===== src/rtl/div_pkg.sv =====
// Shared definitions for the signed 32/16 restoring divider.
package div_pkg;

   localparam int DIVIDEND_W = 32;
   localparam int DIVISOR_W  = 16;
   localparam int ITER       = 32;

   localparam logic [31:0] QUOT_DIV0 = 32'hFFFF_FFFF;
   localparam logic [31:0] INT_MIN   = 32'h8000_0000;

   typedef enum logic [1:0] {
      IDLE = 2'd0,
      CALC = 2'd1,
      FIX  = 2'd2,
      DONE = 2'd3
   } state_t;

endpackage


===== src/rtl/div_tc_32_16_step.sv =====
// One restoring-division iteration on magnitudes: shift in a dividend bit,
// trial-subtract the divisor, keep the difference when it is non-negative.
module div_step
   import div_pkg::*;
(
   input  logic [DIVISOR_W:0]   i_rem,
   input  logic                 i_bit,
   input  logic [DIVISOR_W-1:0] i_dvsr,
   output logic [DIVISOR_W:0]   o_rem,
   output logic                 o_qbit
);

   // The partial remainder stays below |divisor| <= 2^15, so the shifted
   // value fits in 17 bits and bit 17 of the difference is a true sign bit.
   logic [DIVISOR_W+1:0] w_diff;

   // Trial subtraction and restore selection.
   always_comb begin
      w_diff = {i_rem, i_bit} - {2'b00, i_dvsr};
      o_qbit = ~w_diff[DIVISOR_W+1];
      o_rem  = o_qbit ? w_diff[DIVISOR_W:0] : {i_rem[DIVISOR_W-1:0], i_bit};
   end

endmodule


===== src/rtl/div_tc_32_16.sv =====
// Sequential signed divider, 32-bit dividend by 16-bit divisor.
// Radix-2 restoring division on magnitudes, one quotient bit per cycle,
// followed by a single sign-fix cycle.
//
// Handshakes: a transfer happens on a rising edge where valid and ready are
// both high. in_ready is high only in IDLE; out_valid is high only in DONE,
// and the result registers hold steady until the out_valid & out_ready edge.
module div_tc_32_16 #(
   parameter int DIVIDEND_W = 32,
   parameter int DIVISOR_W  = 16
) (
   input  logic                  clk,
   input  logic                  rst,
   input  logic                  in_valid,
   output logic                  in_ready,
   input  logic [DIVIDEND_W-1:0] dividend,
   input  logic [DIVISOR_W-1:0]  divisor,
   output logic                  out_valid,
   input  logic                  out_ready,
   output logic [DIVIDEND_W-1:0] quotient,
   output logic [DIVISOR_W-1:0]  remainder,
   output logic                  div_by_zero,
   output logic                  overflow,
   output logic [1:0]            o_dbg_state
);

   import div_pkg::*;

   state_t                  r_state;
   state_t                  w_state_next;
   logic [4:0]              r_cnt;
   logic [DIVIDEND_W-1:0]   r_dvd;        // dividend magnitude in, quotient bits out
   logic [DIVISOR_W-1:0]    r_dvsr;       // divisor magnitude
   logic [DIVISOR_W:0]      r_rem;        // partial remainder
   logic                    r_neg_dvd;
   logic                    r_neg_dvsr;
   logic                    r_div0;
   logic                    r_ovf;
   logic [DIVISOR_W-1:0]    r_dvd_lo;     // raw low dividend bits for the div-by-zero remainder
   logic [DIVIDEND_W-1:0]   r_quot;
   logic [DIVISOR_W-1:0]    r_remo;
   logic                    r_dbz;
   logic                    r_ov;

   logic                    w_accept;
   logic [DIVISOR_W:0]      w_rem_next;
   logic                    w_qbit;
   logic [DIVIDEND_W-1:0]   w_dvd_mag;
   logic [DIVISOR_W-1:0]    w_dvsr_mag;

   div_step u_step (
      .i_rem  (r_rem),
      .i_bit  (r_dvd[DIVIDEND_W-1]),
      .i_dvsr (r_dvsr),
      .o_rem  (w_rem_next),
      .o_qbit (w_qbit)
   );

   assign in_ready    = (r_state == IDLE);
   assign out_valid   = (r_state == DONE);
   assign quotient    = r_quot;
   assign remainder   = r_remo;
   assign div_by_zero = r_dbz;
   assign overflow    = r_ov;
   assign o_dbg_state = r_state;
   assign w_accept    = in_valid & in_ready;

   // Operand magnitudes; |-2^31| = 2^31 is representable as 32-bit unsigned.
   always_comb begin
      w_dvd_mag  = dividend[DIVIDEND_W-1] ? (~dividend + 1'b1) : dividend;
      w_dvsr_mag = divisor[DIVISOR_W-1]   ? (~divisor + 1'b1)  : divisor;
   end

   // State register.
   always_ff @(posedge clk) begin
      if (rst) r_state <= IDLE;
      else     r_state <= w_state_next;
   end

   // Next-state logic.
   always_comb begin
      w_state_next = r_state;
      case (r_state)
         IDLE: if (in_valid)                  w_state_next = CALC;
         CALC: if (r_cnt == 5'(ITER - 1))     w_state_next = FIX;
         FIX:                                 w_state_next = DONE;
         DONE: if (out_ready)                 w_state_next = IDLE;
         default:                             w_state_next = IDLE;
      endcase
   end

   // Datapath: operand capture, iteration, sign fix and result registers.
   always_ff @(posedge clk) begin
      if (rst) begin
         r_cnt      <= '0;
         r_dvd      <= '0;
         r_dvsr     <= '0;
         r_rem      <= '0;
         r_neg_dvd  <= 1'b0;
         r_neg_dvsr <= 1'b0;
         r_div0     <= 1'b0;
         r_ovf      <= 1'b0;
         r_dvd_lo   <= '0;
         r_quot     <= '0;
         r_remo     <= '0;
         r_dbz      <= 1'b0;
         r_ov       <= 1'b0;
      end else begin
         case (r_state)
            IDLE: begin
               if (w_accept) begin
                  r_cnt      <= '0;
                  r_dvd      <= w_dvd_mag;
                  r_dvsr     <= w_dvsr_mag;
                  r_rem      <= '0;
                  r_neg_dvd  <= dividend[DIVIDEND_W-1];
                  r_neg_dvsr <= divisor[DIVISOR_W-1];
                  r_div0     <= (divisor == '0);
                  r_ovf      <= (dividend == INT_MIN) && (divisor == '1);
                  r_dvd_lo   <= dividend[DIVISOR_W-1:0];
               end
            end
            CALC: begin
               r_rem <= w_rem_next;
               r_dvd <= {r_dvd[DIVIDEND_W-2:0], w_qbit};
               r_cnt <= r_cnt + 5'd1;
            end
            FIX: begin
               // -2^31 / -1 already yields 2^31 from the magnitude path with
               // no negation; it is forced anyway so the flag and value agree.
               if (r_div0) begin
                  r_quot <= QUOT_DIV0;
                  r_remo <= r_dvd_lo;
               end else if (r_ovf) begin
                  r_quot <= INT_MIN;
                  r_remo <= '0;
               end else begin
                  r_quot <= (r_neg_dvd ^ r_neg_dvsr) ? (~r_dvd + 1'b1) : r_dvd;
                  r_remo <= r_neg_dvd ? (~r_rem[DIVISOR_W-1:0] + 1'b1)
                                      : r_rem[DIVISOR_W-1:0];
               end
               r_dbz <= r_div0;
               r_ov  <= r_ovf & ~r_div0;
            end
            default: begin
            end
         endcase
      end
   end

endmodule

===== config.mk =====
export PLATFORM = sky130hd
export DESIGN_NAME = div_tc_32_16
export DESIGN_NICKNAME = d
export VERILOG_FILES = /design/src/rtl/div_pkg.sv /design/src/rtl/div_tc_32_16_step.sv /design/src/rtl/div_tc_32_16.sv
export SDC_FILE = /design/constraint.sdc
export NUM_CORES = 1
export LEC_CHECK = 0
export ABC_AREA = 1
export BUFFER_PORTS_ARGS = -buffer_cell sky130_fd_sc_hd__clkbuf_2
export CORE_MARGIN = 10
export CORE_UTILIZATION = 40
export CTS_BUF_LIST = sky130_fd_sc_hd__clkbuf_8 sky130_fd_sc_hd__clkbuf_16
export DETAILED_ROUTE_END_ITERATION = 10
export MAX_ROUTING_LAYER = met4
export PLACE_DENSITY = 0.59
export RECOVER_POWER = 50
export SKIP_CTS_REPAIR_TIMING = 1
export SLEW_MARGIN = 30
export SYNTH_ARGS = -nofsm -noshare
export SYNTH_HDL_FRONTEND = slang
export SYNTH_SLANG_ARGS = --single-unit
export TNS_END_PERCENT = 20

===== constraint.sdc =====
create_clock -name clk -period 1.75 [get_ports clk]
set_input_delay 0.175 -clock clk [delete_from_list [all_inputs] [get_ports clk]]
set_output_delay 0.175 -clock clk [all_outputs]
set_load 0.005 [all_outputs]

* Yosys cells after proc, flatten, opt, wreduce, memory -nomap -nowiden
Index checks and enable logic that the tools add are counted.
** Storage, ports and cells
- Logic and storage cells :: 65
- Flip-flop bits (word level) :: 142
** Operators by class
- $add $sub $neg :: 6
- Reductions and logical operators :: 7
- Bitwise gates (word level) :: 9
- Muxes and demuxes :: 19
- Eq/ne operators :: 10
** Operators by type and width (number)
- 32-bit two-way mux :: 5
- 32-bit by 1-bit adder with 32-bit output, second input constant :: 2
- 16-bit two-way mux :: 4
- 32-bit inverter :: 2
- 32-bit one-hot mux with 2 select lines :: 1
- 17-bit two-way mux :: 2
- 17-bit one-hot mux with 2 select lines :: 1
- 16-bit by 1-bit adder with 16-bit output, second input constant :: 2
- 32-bit equality test, second input constant :: 1
- 16-bit inverter :: 2
- 18-bit by 16-bit subtractor with 18-bit output :: 1
- 16-bit equality test, second input constant :: 1
- 16-bit zero test :: 1
- 5-bit one-hot mux with 2 select lines :: 1
- 2-bit one-hot mux with 4 select lines :: 1
- 2-bit two-way mux :: 3
- 5-bit by 1-bit adder with 5-bit output, second input constant :: 1
- 5-bit equality test, second input constant :: 1
- 5-bit two-way mux :: 1
- 2-bit equality test, second input constant :: 2
- 2-bit by 1-bit inequality test with 1-bit output, second input constant :: 2
- 2-bit inequality test, second input constant :: 2
- 2-bit AND reduction :: 2
- 3-bit AND reduction :: 1
- other kinds (7) :: 9

* Logic depth before layout (Yosys ltp)
- Depth in word-level cells :: 5
- Mapped depth :: 16

* Cells and area by module
Synthesis repeated with hierarchy kept, for this count alone.
** Second synthesis, totals
- Cells, all modules :: 1567
- Area, all modules :: 9860.7 µm²
** Modules (own cells, without submodules)
- div_tc_32_16 :: seq. area each 2842.7 µm², cells each 1266, area each 8200.4 µm², times used 1
- div_step :: seq. area each 0.0 µm², cells each 301, area each 1660.3 µm², times used 1

* Worst setup path after synthesis
Ideal clock, no wire load.
- Kind :: register to register
- From :: register r_dvd[31]
- To :: register r_rem[12]
- Data arrival time :: 1.718 ns
- Cell stages (with the launch flop) :: 15
- Clock period less this slack :: 1.850 ns
- Path slack :: -0.100 ns
- Path buffers :: 0
- Cells stage by stage :: dfxtp_1 -> inv_1 -> ha_1 -> inv_1 -> fa_1 -> nand3_1 -> nand3_1 -> nand2_1 -> nand2_1 -> nand2_1 -> nand3b_1 -> nand2_1 -> nand3_2 -> nand3_1 -> a21oi_1
** On the way
- Cells in the longest elaborated chain, start to end :: 3
** RTL lines
- from (decl) :: line div_tc_32_16.sv:32 : logic [DIVIDEND_W-1:0] r_dvd;
- from (signal assigned) :: line div_tc_32_16.sv:113 : r_dvd <= w_dvd_mag;
- from (signal assigned) :: line div_tc_32_16.sv:125 : r_dvd <= {r_dvd[DIVIDEND_W-2:0], w_qbit};
- 18-bit by 16-bit subtractor with 18-bit output :: line div_tc_32_16_step.sv:19 : w_diff = {i_rem, i_bit} - {2'b00, i_dvsr};
- 17-bit two-way mux :: line div_tc_32_16_step.sv:21 : o_rem = o_qbit ? w_diff[DIVISOR_W:0] : {i_rem[DIVISOR_W-1:0], i_bit};
- 17-bit one-hot mux with 2 select lines :: line div_tc_32_16.sv:109 : case (r_state)
- to (signal assigned) :: line div_tc_32_16.sv:124 : r_rem <= w_rem_next;
- to (decl) :: line div_tc_32_16.sv:34 : logic [DIVISOR_W:0] r_rem;
Every way passes these cells.
A chain may end at the register's enable or synchronous reset.

* Worst setup path in the final report
- From :: register r_rem[7]
- To :: register r_rem[7]
** On the way
- Cells in the longest elaborated chain, start to end :: 3
** RTL lines (line)
- 18-bit by 16-bit subtractor with 18-bit output :: div_tc_32_16_step.sv:19
- 17-bit two-way mux :: div_tc_32_16_step.sv:21
- 17-bit one-hot mux with 2 select lines :: div_tc_32_16.sv:109
Every way passes these cells.

==> impl_metrics.json <==
{
  "synth_cells": 1497,
  "design.die.area_um2": 30000,
  "die_w_um": 173,
  "fp-row-count": 55,
  "grt.overflow.total": 0,
  "leakagePower_nw": 5.62,
  "period_share_pct": 111,
  "path_clk_slew_ns": 0.06,
  "cts_root_buffer": "clkbuf_16",
  "cp.required_ns": 2.09,
  "power.ir.vdd_worst_mv": 1.90,
  "detail_route.drc_violations": 0,
  "via_count": 10753,
  "number_of_antenna_violations_at_the_first_check_in_global_routing": 1,
  "fin_total_pwr_mw": 31.1,
  "synthesis.nets": 1577,
  "synth_edf_count": 0,
  "first_global_vias": 9712,
  "failed_checks": "negative setup slack",
  "worst_setup_path_start_kind": "flop",
  "max_cap_violations": 0,
  "finalCriticalPeriod_ns": 1.95,
  "start_util_pct": 41.0,
  "setup-violations-final": 40,
  "fin_skew_ns": 0.0126,
  "worst_pin_slew_ns": 0.761,
  "timing.slew.headroom_pct": 48.7,
  "final_net_count": 1799,
  "hp-class": "input port to flop",
  "grt_first_pass_wirelength_mm": 51.5,
  "detail_route.vias_per_cell": 5.26,
  "ant_nets": 0,
  "critical_path_arrival_ns": 2.29,
  "wl_per_cell_um": 16.5,
  "first_iter_violations": 966,
  "synth_top_cells_by_area": "dfxtp_1 30%, nand2_1 14%, a21oi_1 11%",
  "status": "finished, violations left",
  "dp_hpwl_mm": 25.0,
  "area_growth_from_synthesis_to_layout_pct": 36.3,
  "hold_viol_final": 0,
  "timing.fmax_mhz": 513,
  "cts_tree": "yes",
  "number_of_buffers_added_by_the_clock_tree_synthesis_step": 17,
  "post_synth.cell_area_avg_um2": 6.26,
  "clock_sink_count": 142,
  "max_transition_viols_final": 0,
  "clk-insertion-delay-late_ns": 0.43,
  "groute.usage.overall_pct": 21.4,
  "ys_ff_latch": 142,
  "place_congestion": 0.926,
  "grt_start_max_net_pins": 108,
  "mostFrequentLayoutCells": "327 x nand2_1, 192 x a21oi_1, 150 x inv_1",
  "synth_largest_type_area_fraction_pct": 30.3,
  "timing.critical_path.fanout_max": 8,
  "io-pin-count": 106,
  "crit_type": "flop to flop",
  "wirelength_mm": 33.8,
  "ctsLongestPathBuffers": 2,
  "power_density_nw_per_um2": 2430,
  "worst_setup_path_end_kind": "flop",
  "asyncSetResetFlopFracSynth_pct": 0,
  "detailedRoute.firstPassIterationCount": 5,
  "cts-htree-levels": 4,
  "setup_ws_ns": -0.201,
  "rsz0062_at_grt": "yes",
  "post_synth_num_cell_types": 44,
  "ys_flop_type": "dfxtp_1",
  "synth_area_um2": 9370,
  "die_h_um": 173,
  "placement.io_buffers": 105,
  "total_non_filler_cell_area_in_the_finished_layout_um2": 12800,
  "synth_sequential_area_ratio_pct": 30.3,
  "placeableCoreArea_um2": 22800,
  "yosys.area.top_type": "dfxtp_1",
  "ys_warn_count": 0,
  "place_area_um2": 11400,
  "drive_above_1_share_pct": 26.2,
  "layout.cells.most_common": "nand2_1"
}
## cell families after synthesis
group / count (synthesis) / synth area share (%)
AO/OA/AOI/OAI: 350 / 20.2
flip-flops: 142 / 30.3
adder cells (fa/ha/maj): 28 / 3.82
XOR/XNOR: 27 / 2.52
buffers and inverters: 249 / 10.6
AND/OR/NAND/NOR: 701 / 32.5
## metrics by stage
step / hold slack (ns) / setup slack (ns) / utilization (%) / instances / setup TNS, ns
4_1_cts: 0.0335 / -0.254 / 52.3 / 2031 / -7.29
6_report: 0.0428 / -0.201 / 55.9 / 2046 / -3.04
3_5_place_dp: 0.462 / -0.239 / 49.7 / 1999 / -5.89
2_1_floorplan: 0.323 / -0.0608 / - / 1497 / -0.979
5_1_grt: 0.0773 / -0.298 / 55.9 / 2046 / -14.25
3_3_place_gp: 0.452 / -0.217 / 49.7 / 1999 / -4.55
## state kept, by name, summed over array words and instances (netlist names)
register     cells
quotient        32
r_ovf            1
r_neg_dvd        1
r_cnt            5
r_div0           1
div_by_zero      1
overflow         1
o_dbg_state      2
r_neg_dvsr       1
r_rem           17
remainder       16
r_dvd_lo        16
r_dvd           32
r_dvsr          16
## cells in the mapped netlist, types with 5 or more instances
library cell and count:
a21oi_1 208, nor3_1 18, inv_1 173, a31oi_1 11
nand3_2 8, nand4_1 19, a211oi_1 6, clkbuf_1 39
nand3_1 156, ha_1 27, nand2_1 355, o21ai_0 79
inv_2 5, xor2_1 17, xnor2_1 10, o211ai_1 22
dfxtp_1 142, buf_2 15, o21ai_1 5, buf_1 9
nor2_1 120
## final timing paths
kind	start	slack, ns	depth (start not counted)	end
worst min-delay path	divisor[13]	0.04	3	r_dvsr[13]
worst min register to register	r_cnt[4]	0.47	2	r_cnt[4]
worst max-delay path	r_rem[7]	-0.20	13	r_rem[7]
worst max register to register	r_rem[7]	-0.20	13	r_rem[7]
## critical path, stage by stage, from the launching register on
cell     delay, ns
dfxtp_1       0.41
ha_4          0.24
nand2_4       0.08
inv_1         0.04
nand2_1       0.07
nand2_2       0.07
inv_2         0.08
nand3_4       0.09
nand2_8       0.12
buf_12        0.13
nand3_4       0.17
nand3_2       0.13
nand3_2       0.08
a21oi_1       0.15
## area by class of cell
class                   count  area [um^2]
inverters                 179          686
repair buffers            266         1780
clock buffers              18          439
well taps                 313          392
diodes                      1         2.50
multi-input cells        1113         6460
fillers                  2308        10100
clock inverters            14          155
flip-flops and latches    142         2870
## power breakdown
part           total (mW)  internal [mW]  switching (mW)  leakage (nW)
Combinational        22.3           8.89            13.4          4.16
Clock                3.73           2.16            1.56         0.287
Sequential           5.04           4.20           0.841          1.17
## routing by layer
metal | GRT usage, % | part of all wire (%) | vias up
met2 | 30.2 | 42 | 343
met4 | 5.50 | 1.8 | 0
met5 | - | 0 | -
met3 | 3.77 | 7.1 | 37
li1 | - | - | 5448
met1 | 30.7 | 49 | 4925
(Power assumes the default switching activity.)
